--- src/rtl/obstacle_lane_if.sv ---
`default_nettype none
// ============================================================================
//  Module   : obstacle_lane_if
//  Brief    : Spawn handshake and pixel-scan bus of the obstacle lane.
//  Revision : 1.0 - initial release
// ============================================================================
interface obstacle_lane_if #(
    parameter int CORDW = 10,
    parameter int CIDXW = 3
);
    logic             spawn_valid;
    logic [1:0]       spawn_loc;
    logic             spawn_ready;
    logic [CORDW-1:0] hc;
    logic [CORDW-1:0] vc;
    logic [CIDXW:0]   pix;

    modport master (
        output spawn_valid,
        output spawn_loc,
        output hc,
        output vc,
        input  spawn_ready,
        input  pix
    );

    modport slave (
        input  spawn_valid,
        input  spawn_loc,
        input  hc,
        input  vc,
        output spawn_ready,
        output pix
    );
endinterface
`default_nettype wire

--- src/rtl/obstacle_lane.sv ---
`default_nettype none
// ============================================================================
//  Module   : obstacle_lane
//  Brief    : NUM_OBS scrolling obstacle slots with spawn handshake, retire
//             counting and a registered colour-index pixel stream.
//  Revision : 1.0 - initial release
// ============================================================================
module obstacle_lane #(
    parameter int          NUM_OBS   = 4,
    parameter int          CIDXW     = 3,
    parameter int          CORDW     = 10,
    parameter int          OBS_W     = 20,
    parameter int          OBS_H     = 40,
    parameter int          X_START   = 780,
    parameter int          X_END     = 60,
    parameter int          MIN_GAP   = 120,
    parameter int          TICK_DIV  = 524288,
    parameter int          Y0        = 0,
    parameter int          Y1        = 160,
    parameter int          Y2        = 200,
    parameter int          Y3        = 250,
    parameter int unsigned OBS_COLOR = 4'b1000
) (
    input  wire logic           CLK,
    input  wire logic           RESET,
    input  wire logic           run,
    input  wire logic           clear,
    input  wire logic [7:0]     speed,
    obstacle_lane_if.slave      bus,
    output logic [NUM_OBS-1:0]  active,
    output logic                passed,
    output logic [7:0]          pass_count
);

    localparam int c_PW = (TICK_DIV > 1) ? $clog2(TICK_DIV) : 1;
    localparam int c_SW = (NUM_OBS > 1) ? $clog2(NUM_OBS) : 1;
    localparam int c_XW = CORDW + 1;

    localparam logic [c_PW-1:0]  c_PRE_LAST  = c_PW'(TICK_DIV - 1);
    localparam logic [CORDW-1:0] c_X_START   = CORDW'(X_START);
    localparam logic [CORDW-1:0] c_SPAWN_LIM = CORDW'(X_START - MIN_GAP);
    localparam logic [c_XW-1:0]  c_X_END     = c_XW'(X_END);
    localparam logic [c_XW-1:0]  c_OBS_W1    = c_XW'(OBS_W - 1);
    localparam logic [c_XW-1:0]  c_OBS_H1    = c_XW'(OBS_H - 1);
    localparam logic [CIDXW:0]   c_COLOR     = (CIDXW+1)'(OBS_COLOR);

    logic [NUM_OBS-1:0] r_active;
    logic [CORDW-1:0]   r_x [NUM_OBS];
    logic [CORDW-1:0]   r_y [NUM_OBS];
    logic [c_PW-1:0]    r_pre;
    logic               r_passed;
    logic [7:0]         r_pass_count;
    logic [CIDXW:0]     r_pix;

    logic               w_tick;
    logic               w_spawn;
    logic [c_SW-1:0]    w_slot;
    logic               w_found;
    logic [CORDW-1:0]   w_yspawn;
    logic [c_XW-1:0]    w_ret_lim;
    logic [NUM_OBS-1:0] w_near;
    logic [NUM_OBS-1:0] w_ret;
    logic [NUM_OBS-1:0] w_hit;
    logic [3:0]         w_nret;
    logic [8:0]         w_pc_sum;
    logic [7:0]         w_pc_next;

    assign w_tick    = run & ~clear & (r_pre == c_PRE_LAST);
    assign w_ret_lim = c_X_END + c_XW'(speed);

    // Ready looks only at registered state; a slot freed this cycle is reusable next cycle.
    assign bus.spawn_ready = run & ~clear & ~(&r_active) & ~(|w_near);
    assign w_spawn         = bus.spawn_valid & bus.spawn_ready;

    generate
        for (genvar gi = 0; gi < NUM_OBS; gi++) begin : g_slot
            logic [c_XW-1:0] w_x;
            logic [c_XW-1:0] w_y;
            logic [c_XW-1:0] w_hc;
            logic [c_XW-1:0] w_vc;

            assign w_x  = {1'b0, r_x[gi]};
            assign w_y  = {1'b0, r_y[gi]};
            assign w_hc = {1'b0, bus.hc};
            assign w_vc = {1'b0, bus.vc};

            assign w_near[gi] = r_active[gi] & (r_x[gi] > c_SPAWN_LIM);
            assign w_ret[gi]  = w_tick & r_active[gi] & (w_x <= w_ret_lim);
            assign w_hit[gi]  = r_active[gi]
                              & (w_x <= w_hc) & (w_hc <= w_x + c_OBS_W1)
                              & (w_y <= w_vc) & (w_vc <= w_y + c_OBS_H1);
        end
    endgenerate

    always_comb begin
        w_slot  = '0;
        w_found = 1'b0;
        for (int i = 0; i < NUM_OBS; i++) begin
            if (!r_active[i] && !w_found) begin
                w_slot  = c_SW'(i);
                w_found = 1'b1;
            end
        end
    end

    always_comb begin
        w_yspawn = CORDW'(Y0);
        case (bus.spawn_loc)
            2'd0:    w_yspawn = CORDW'(Y0);
            2'd1:    w_yspawn = CORDW'(Y1);
            2'd2:    w_yspawn = CORDW'(Y2);
            default: w_yspawn = CORDW'(Y3);
        endcase
    end

    always_comb begin
        w_nret = '0;
        for (int i = 0; i < NUM_OBS; i++) begin
            w_nret = w_nret + 4'(w_ret[i]);
        end
    end

    assign w_pc_sum  = {1'b0, r_pass_count} + 9'(w_nret);
    assign w_pc_next = w_pc_sum[8] ? 8'hFF : w_pc_sum[7:0];

    always_ff @(posedge CLK or posedge RESET) begin
        if (RESET) begin
            r_active     <= '0;
            r_pre        <= '0;
            r_passed     <= 1'b0;
            r_pass_count <= '0;
            r_pix        <= '0;
            for (int i = 0; i < NUM_OBS; i++) begin
                r_x[i] <= '0;
                r_y[i] <= '0;
            end
        end else begin
            // Drawing ignores run so a paused game keeps its obstacles on screen.
            r_pix <= (|w_hit) ? c_COLOR : '0;
            if (clear) begin
                r_active     <= '0;
                r_pre        <= '0;
                r_passed     <= 1'b0;
                r_pass_count <= '0;
            end else begin
                if (run) begin
                    r_pre <= (r_pre == c_PRE_LAST) ? '0 : r_pre + c_PW'(1);
                end
                r_passed     <= |w_ret;
                r_pass_count <= w_pc_next;
                for (int i = 0; i < NUM_OBS; i++) begin
                    if (w_ret[i]) begin
                        r_active[i] <= 1'b0;
                    end else if (w_tick && r_active[i]) begin
                        r_x[i] <= r_x[i] - CORDW'(speed);
                    end
                    // The chosen slot is inactive, so it never collides with a move above.
                    if (w_spawn && (w_slot == c_SW'(i))) begin
                        r_active[i] <= 1'b1;
                        r_x[i]      <= c_X_START;
                        r_y[i]      <= w_yspawn;
                    end
                end
            end
        end
    end

    assign active     = r_active;
    assign passed     = r_passed;
    assign pass_count = r_pass_count;
    assign bus.pix    = r_pix;

endmodule
`default_nettype wire

--- src/flat_wrapper.sv ---
// flat-port wrapper written by rule: the top's interface ports become plain ports
module obstacle_lane_flat 
#(
    parameter int          NUM_OBS   = 4,
    parameter int          CIDXW     = 3,
    parameter int          CORDW     = 10,
    parameter int          OBS_W     = 20,
    parameter int          OBS_H     = 40,
    parameter int          X_START   = 780,
    parameter int          X_END     = 60,
    parameter int          MIN_GAP   = 120,
    parameter int          TICK_DIV  = 524288,
    parameter int          Y0        = 0,
    parameter int          Y1        = 160,
    parameter int          Y2        = 200,
    parameter int          Y3        = 250,
    parameter int unsigned OBS_COLOR = 4'b1000
)
  (CLK, RESET, run, clear, speed, active, passed, pass_count, bus_spawn_valid, bus_spawn_loc, bus_hc, bus_vc, bus_spawn_ready, bus_pix);
  obstacle_lane_if #(.CORDW(CORDW), .CIDXW(CIDXW)) bus_i ();
  input  wire logic CLK;
  input  wire logic RESET;
  input  wire logic run;
  input  wire logic clear;
  input  wire logic [7:0] speed;
  output logic [NUM_OBS-1:0] active;
  output logic passed;
  output logic [7:0] pass_count;
  input wire logic [$bits(bus_i.spawn_valid)-1:0] bus_spawn_valid;
  input wire logic [$bits(bus_i.spawn_loc)-1:0] bus_spawn_loc;
  input wire logic [$bits(bus_i.hc)-1:0] bus_hc;
  input wire logic [$bits(bus_i.vc)-1:0] bus_vc;
  output wire logic [$bits(bus_i.spawn_ready)-1:0] bus_spawn_ready;
  output wire logic [$bits(bus_i.pix)-1:0] bus_pix;
  assign bus_i.spawn_valid = bus_spawn_valid;
  assign bus_i.spawn_loc = bus_spawn_loc;
  assign bus_i.hc = bus_hc;
  assign bus_i.vc = bus_vc;
  assign bus_spawn_ready = bus_i.spawn_ready;
  assign bus_pix = bus_i.pix;
  obstacle_lane #(.NUM_OBS(NUM_OBS), .CIDXW(CIDXW), .CORDW(CORDW), .OBS_W(OBS_W), .OBS_H(OBS_H), .X_START(X_START), .X_END(X_END), .MIN_GAP(MIN_GAP), .TICK_DIV(TICK_DIV), .Y0(Y0), .Y1(Y1), .Y2(Y2), .Y3(Y3), .OBS_COLOR(OBS_COLOR)) u_core (.CLK(CLK), .RESET(RESET), .run(run), .clear(clear), .speed(speed), .bus(bus_i), .active(active), .passed(passed), .pass_count(pass_count));
endmodule
--- config.mk ---
export PLATFORM = sky130hd
export DESIGN_NAME = obstacle_lane_flat
export DESIGN_NICKNAME = d
export VERILOG_FILES = /design/src/rtl/obstacle_lane_if.sv /design/src/rtl/obstacle_lane.sv /design/src/flat_wrapper.sv
export SDC_FILE = /design/constraint.sdc
export NUM_CORES = 1
export LEC_CHECK = 0
export CAP_MARGIN = 20
export CORE_UTILIZATION = 43
export DETAILED_ROUTE_END_ITERATION = 8
export GPL_TIMING_DRIVEN = 0
export HOLD_SLACK_MARGIN = 0.02
export PLACE_DENSITY = 0.68
export SYNTH_ARGS = -nofsm -noshare
export SYNTH_HDL_FRONTEND = slang
export SYNTH_SLANG_ARGS = --single-unit
export TNS_END_PERCENT = 1
--- constraint.sdc ---
create_clock -name CLK -period 5 [get_ports CLK]
set_input_delay 0.75 -clock CLK [delete_from_list [all_inputs] [get_ports CLK]]
set_output_delay 0.75 -clock CLK [all_outputs]
set_load 0.01 [all_outputs]
==> impl_metrics.csv, run 1 <==
group,metric,value,unit
synth,yosysTopAreaCellShare,0.247,
synth,seq_area_frac_synth,0.207,
cts,h-tree-depth,3,
cts,clockBufferDepth,2,
layout,fin_util,0.505,
drt,drtIter0Drc,580,
cts,clk_latency,0.36,ns
timing,finalCriticalPeriod,4.91,ns
cts,cts_buffers,9,
global_routing,grt_max_degree,59,
synth,synth.ff_latch_count,89,
placed_design,place_inst,1617,
layout,layout.nets,1578,
floorplan,initial_utilization,0.441,
cts,cts_tree,"built",
layout,stdcell_area,0.0123,mm^2
drt,post_drt_via_cell_ratio,5.94,
timing,fmax,0.204,GHz
timing,slew_violations,0,
setup_path,crit_chain,"dlygate4sd2_1, clkinvlp_4, or3_4, ha_1, nand4_1, or4_1, o21ai_2, a21oi_1, or2_2, fa_1, inv_1, ha_2, fa_2, a21oi_2, nor2b_2, and3_4, nor3b_2, nor3_1",
layout,area_growth,14.7,%
synth,synth_ff_type,"dfrtp_1",
hold_path,min_from,"u_core.r_pre[2]$_DFFE_PP0P_",
layout,diodes,0,
setup_path,crit_fanout,4,
drt,finalWirelength,31.2,mm
floorplan,core,0.0244,mm^2
timing,report.final.hold_viol_count,0,
floorplan,rows,57,
timing,slew_headroom,0.390,
global_routing,grt_antenna_before_repair,0,
setup_path,worstPathRequired,5.23,ns
cts,cts.sinks,89,
floorplan,io_pins,53,
floorplan,dieWidth,160,um
setup_path,startpoint_type,"input port",
synth,synth_area,0.0107,mm^2
timing,fin_worst_skew,0.0127,ns
setup_path,rrSetupSlack,0.74,ns
synth,synthTopCellsByArea,"ha_1, dfrtp_1, o21ai_0, a21oi_1, nand2_1",
setup_path,cp_slowest_cell,"fa_1",
pwr,irDropWorstVdd,0.127,mV
setup_path,worst-setup-path-type,"input port to flip-flop",
layout,drive_gt1_frac,0.0940,
cts,root_buffer,"clkbuf_16",
pwr,p_leak,5.54,nW
global_routing,use_met3,0.0257,
placed_design,globalplace.congestion,0.974,
pwr,power.density,184,mW/mm^2
timing,fin_crit_sh,0.981,
global_routing,met2_usage,0.423,
global_routing,grt_pass1_wl,50.0,mm
global_routing,busiest_layer,"met2",
cts,cts.clk_slew.worst_paths,0.08,ns
synth,syn_area_per_cell,8.65,um^2
synth,yosysTopAreaCell,"ha_1",
setup_path,r2r_cells,15,
timing,finalSetupViolCount,0,
drt,num_vias,9821,
synth,syn_inst,1243,
setup_path,timing.rr.end,"u_core.pass_count[7]$_DFF_PP0_",
synth,synthArstFlopShare,1.00,
synth,ys_top_cells_by_count,"ha_1, nand2_1, inv_1",
drt,drtAntennaViolNets,0,
synth,synth.yosys.warnings,0,
placed_design,place_area,0.0117,mm^2
job,drv_cap,0,
global_routing,grt_pass1_vias,9509,
timing,worst_pin_slew,0.910,ns
placed_design,hpwlAfterDp,23.8,mm
placed_design,portBuffers,47,
layout,instances_no_fill,1654,
status,status,"completed",
global_routing,track_usage,0.248,
synth,synth_edf_count,0,
global_routing,overflow,0,
setup_path,end_kind,"flip-flop",
synth,synth.most_common_cell,"ha_1",
hold_path,hold_depth,1,
drt,drtPass1Iterations,5,
drt,wl_per_cell,18.9,um
drt,drc,0,
hold_path,hp-class,"flip-flop to flip-flop",
floorplan,die-area,0.0256,mm^2
setup_path,cp.arrival,5.14,ns
hold_path,min_to,"u_core.r_pre[2]$_DFFE_PP0P_",
synth,synth_cell_type_count,88,
setup_path,rr_startpoint,"u_core.g_slot[3].w_x[2]$_DFFE_PP0P_",
floorplan,dieHeight,160,um
setup_path,slowest_delay,0.55,ns
global_routing,grt_use_met1,0.318,
## what timing repair did
action                                  CTS  global route
pin swaps                                 8             3
hold buffers                              0             0
endpoints found under the setup margin    8             8
resized for setup                        37            16
buffers inserted                         16             5
## report_power, final
part | leakage [nW] | switching, mW | total (mW) | internal (mW)
Combinational | 4.24 | 0.417 | 0.741 | 0.325
Sequential | 1.16 | 0.0623 | 0.812 | 0.750
Clock | 0.150 | 0.358 | 0.716 | 0.358
Total | 5.54 | 0.837 | 2.27 | 1.43
## through the flow
step	hold WS, ns	power (mW)	TNS (ns)	setup slack (ns)
after floorplan	0.464	1.31	0	0.0437
after global placement	0.489	1.50	-16.84	-2.04
after detailed placement	0.502	1.53	-17.77	-2.11
after CTS	0.512	2.27	0	0.0109
after global routing	0.554	2.41	-0.293	-0.0490
final	0.509	2.27	0	0.0940
## cell usage in the layout (no fill, tap or decap), drive strengths merged, types with 14 or more instances in the layout
cell	netlist	final
a211oi	19	19
nor3	28	28
xor2	38	38
a21oi	77	77
dfrtp	89	89
nor2	84	84
clkbuf	13	22
nor2b	22	22
inv	90	89
nand3	39	39
o21ai	86	86
nand2	94	94
clkdlybuf4s50	0	43
buf	13	37
nand4b	14	14
mux2i	17	17
o211ai	15	15
mux2	14	14
nand2b	18	18
nand4	24	24
xnor2	40	40
o21a	19	19
ha	212	212
a21o	17	17
## cell families after synthesis
family	after synthesis	share of synthesized area
multiplexers	31	0.0305
XOR/XNOR	78	0.0650
AO/OA/AOI/OAI	315	0.197
adder cells (fa/ha/maj)	218	0.258
flip-flops	89	0.207
buffers and inverters	116	0.0459
AND/OR/NAND/NOR	395	0.196
other	1	0.000349
## area by class of cell
type,count,area (um^2)
inverter,90,359
multi-input combinational,1040,8200
clock buffer,9,225
fill,2307,12100
timing repair buffer,69,668
sequential,89,2230
buffer,26,155
clock inverter,7,81.3
tap,324,405
## critical path, delay by kind of cell
family	cells	cell delay [ns]
AND/OR/NAND/NOR	8	1.91
adder cells (fa/ha/maj)	4	1.44
buffers and inverters	3	0.60
AO/OA/AOI/OAI	3	0.43
## sequential cells by signal (all words and copies together), names as in the netlist
register	flops
u_core.g_slot.w_x	40
u_core.bus.pix	1
u_core.r_pre	19
u_core.passed	1
u_core.pass_count	8
u_core.g_slot.w_y	16
u_core.active	4
## worst max-delay path by stage
stage                     cells after the start     start                              to  slack [ns]
final                                        18  speed[6]  u_core.pass_count[7]$_DFF_PP0_        0.09
after global routing                         24  speed[2]  u_core.pass_count[7]$_DFF_PP0_       -0.05
after CTS                                    24  speed[2]  u_core.pass_count[7]$_DFF_PP0_        0.01
after detailed placement                     23  speed[2]  u_core.pass_count[1]$_DFF_PP0_       -2.11
after global placement                       23  speed[2]  u_core.pass_count[1]$_DFF_PP0_       -2.04
after floorplan                              22  speed[2]  u_core.pass_count[7]$_DFF_PP0_        0.04
## metal layers
metal	routed length, um	part of all wire
met5	0	0
met4	1260	0.041
met1	14000	0.45
met3	1160	0.037
met2	14700	0.47
Power figures use the tool's default switching activity.
==> run 2, diff against run 1 <==
- clock period: 5 -> 5.73 ns (I/O delays scaled with it)
==> run 2 against run 1 <==
  * Via count is 2.1% lower
  * Clock-buffer cell count is the same
  * Global-route usage fell by 0.68 points
  * Die area did not move
  * Final cell count down 1.0%
  * Combinational power shrank 15%
  * Critical path type unchanged
  * Critical endpoint unchanged
==> impl_metrics.csv, run 2 (same netlist as run 1, synthesis figures left out) <==
group,metric,value,unit
global_routing,grt_pass1_wl,48.9,mm
layout,layout.nets,1561,
timing,slew_violations,0,
timing,finalSetupViolCount,0,
floorplan,dieWidth,160,um
drt,wl_per_cell,18.5,um
placed_design,portBuffers,47,
timing,slew_headroom,0.400,
timing,finalCriticalPeriod,5.46,ns
drt,drtPass1Iterations,5,
floorplan,io_pins,53,
layout,seq_area,0.00223,mm^2
status,status,"completed",
layout,largest_register_ffs,40,
pwr,irDropWorstVdd,0.121,mV
global_routing,grt_max_degree,48,
setup_path,cp_slowest_cell,"fa_1",
timing,tns,0,ns
setup_path,crit_fanout,12,
pwr,power.switching,721,uW
drt,post_drt_via_cell_ratio,5.88,
layout,area_growth,12.3,%
timing,fmax,0.183,GHz
pwr,power.density,162,mW/mm^2
setup_path,crit_family,"simple AND/OR/NAND/NOR gates",
pwr,pwr-share-comb,0.322,
pwr,internal_power,1.24,mW
layout,multi_input_area,0.00811,mm^2
pwr,p_leak,5.45,nW
global_routing,grt_pass1_vias,9459,
global_routing,track_usage,0.241,
layout,fill_cells,2340,
layout,largestRegisters,"u_core.g_slot.w_x x40, u_core.r_pre x19, u_core.g_slot.w_y x16",
setup_path,worstPathRequired,5.96,ns
timing,worst_pin_slew,0.895,ns
setup_path,cpMostUsedCell,"ha_1",
cts,clockBufferDepth,2,
setup_path,rrSetupSlack,1.17,ns
floorplan,initial_utilization,0.441,
hold_path,hp-class,"flip-flop to flip-flop",
drt,drtAntennaViolNets,0,
global_routing,grt_use_met1,0.310,
layout,drive_gt1_frac,0.0685,
pwr,switching_share,0.368,
pwr,seq_power_share,0.361,
drt,finalWirelength,30.3,mm
setup_path,startpoint_type,"input port",
global_routing,met2_usage,0.401,
cts,cts.clk_slew.worst_paths,0.07,ns
cts,clk_latency,0.36,ns
setup_path,crit_end,"u_core.pass_count[7]$_DFF_PP0_",
global_routing,busiest_layer,"met2",
setup_path,end_kind,"flip-flop",
global_routing,grt_antenna_before_repair,0,
setup_path,worst-setup-path-type,"input port to flip-flop",
pwr,clock_power_share,0.317,
setup_path,rr_startpoint,"u_core.g_slot[1].w_x[2]$_DFFE_PP0P_",
cts,h-tree-depth,3,
setup_path,crit_chain,"buf_4, clkinvlp_4, ha_1, nor3b_2, or3_4, ha_1, nand4_1, or4_1, o21ai_1, a21oi_1, or2_2, fa_1, inv_1, ha_1, fa_1, a21oi_1, nor2b_1, and3_1, nor3b_1, nor3_1",
placed_design,hpwlAfterDp,23.4,mm
layout,mostFrequentLayoutCell,"ha_1",
job,drv_cap,0,
drt,num_vias,9618,
cts,cts_hold_buf,0,
drt,drtIter0Drc,594,
timing,rsz0062_at_grt,"no",
floorplan,rows,57,
setup_path,r2r_cells,19,
pwr,power,1.96,mW
floorplan,die-area,0.0256,mm^2
global_routing,overflow,0,
setup_path,cp_num_buf_inv,3,
timing,fin_crit_sh,0.952,
placed_design,globalplace.congestion,0.943,
cts,cts_tree,"built",
layout,layout_common_cells,"ha_1, nand2_1, dfrtp_1",
placed_design,place_inst,1617,
setup_path,cp.arrival,5.68,ns
floorplan,dieHeight,160,um
layout,diodes,0,
timing,report.final.hold_viol_count,0,
layout,largest-register,"u_core.g_slot.w_x",
drt,drc,0,
setup_path,crit_start,"speed[2]",
layout,instances_no_fill,1637,
floorplan,core,0.0244,mm^2
setup_path,timing.rr.end,"u_core.pass_count[7]$_DFF_PP0_",
setup_path,cp.depth,20,
setup_path,slowest_delay,0.55,ns
global_routing,use_met3,0.0229,
cts,cts.sinks,89,
cts,root_buffer,"clkbuf_16",
cts,cts_buffers,9,
timing,fin_worst_skew,0.0110,ns
==> run 2: cell types whose count changed in the layout (fill, tap and decap cells not counted), sizes merged <==
cell           previous run  this run
dlymetal6s2s              1         0
buf                      37        20
inv                      89        91
dlygate4sd2               1         0
clkdlybuf4s50            43        45
clkinvlp                  5         3
==> run 2: worst min path at each step <==
| stage | start | to | slack (ns) | depth (start not counted) |
|---|---|---|---|---|
| 2_1_floorplan | u_core.r_pre[2]$_DFFE_PP0P_ | u_core.r_pre[2]$_DFFE_PP0P_ | 0.46 | 1 |
| 3_3_place_gp | u_core.r_pre[3]$_DFFE_PP0P_ | u_core.r_pre[3]$_DFFE_PP0P_ | 0.49 | 1 |
| 3_5_place_dp | u_core.r_pre[3]$_DFFE_PP0P_ | u_core.r_pre[3]$_DFFE_PP0P_ | 0.50 | 1 |
| 4_1_cts | u_core.r_pre[2]$_DFFE_PP0P_ | u_core.r_pre[2]$_DFFE_PP0P_ | 0.51 | 1 |
| 5_1_grt | u_core.r_pre[2]$_DFFE_PP0P_ | u_core.r_pre[2]$_DFFE_PP0P_ | 0.53 | 1 |
| 6_report | u_core.r_pre[2]$_DFFE_PP0P_ | u_core.r_pre[2]$_DFFE_PP0P_ | 0.52 | 1 |
==> run 2: worst reg2reg max path: stages (launching register included) <==
cell     delay [ns]
dfrtp_1        0.56
ha_1           0.36
and3b_1        0.25
o21ai_0        0.11
a31oi_1        0.22
o21ai_0        0.12
a22oi_2        0.37
a21o_1         0.19
inv_1          0.04
ha_1           0.26
inv_1          0.05
fa_1           0.50
inv_1          0.04
ha_1           0.20
fa_1           0.40
a21oi_1        0.15
nor2b_1        0.08
and3_1         0.23
nor3b_1        0.22
nor3_1         0.07
==> run 2: metal layers <==
metal | wire length (um) | vias to the layer above
met1 | 13500 | 4559
met5 | 0 | -
met3 | 1330 | 79
li1 | - | 4742
met2 | 14100 | 238
met4 | 1380 | 0
==> run 2: stage by stage <==
| step | cell area (um^2) | setup WS, ns | utilization | hold slack [ns] |
|---|---|---|---|---|
| after floorplan | 10800 | 0.519 | - | 0.464 |
| after global placement | 11600 | -1.37 | 0.477 | 0.486 |
| after detailed placement | 11700 | -1.50 | 0.478 | 0.503 |
| after CTS | 12000 | 0.0467 | 0.493 | 0.512 |
| after global routing | 12100 | 0.0280 | 0.495 | 0.532 |
| final | 12100 | 0.275 | 0.495 | 0.516 |
==> run 2: layout make-up <==
class,instances,area share
multi-input combinational,1040,0.671
sequential,89,0.184
timing repair buffer,52,0.0431
tap,324,0.0336
inverter,90,0.0291
clock buffer,9,0.0187
buffer,26,0.0129
clock inverter,7,0.00674
==> run 2: power groups by stage <==
stage | clock network (mW) | registers, mW | logic [mW]
global placement | 0 | 0.718 | 0.593
CTS | 0.631 | 0.706 | 0.628
floorplan | 0 | 0.702 | 0.442
finish | 0.621 | 0.708 | 0.633
global route | 0.654 | 0.712 | 0.718
detailed placement | 0 | 0.719 | 0.618
==> run 2: timing repair <==
item,in CTS,in global routing
setup buffers,2,2
pin swaps,1,2
endpoints found under the setup margin,8,8
gates resized for setup,15,8
cloned,0,0
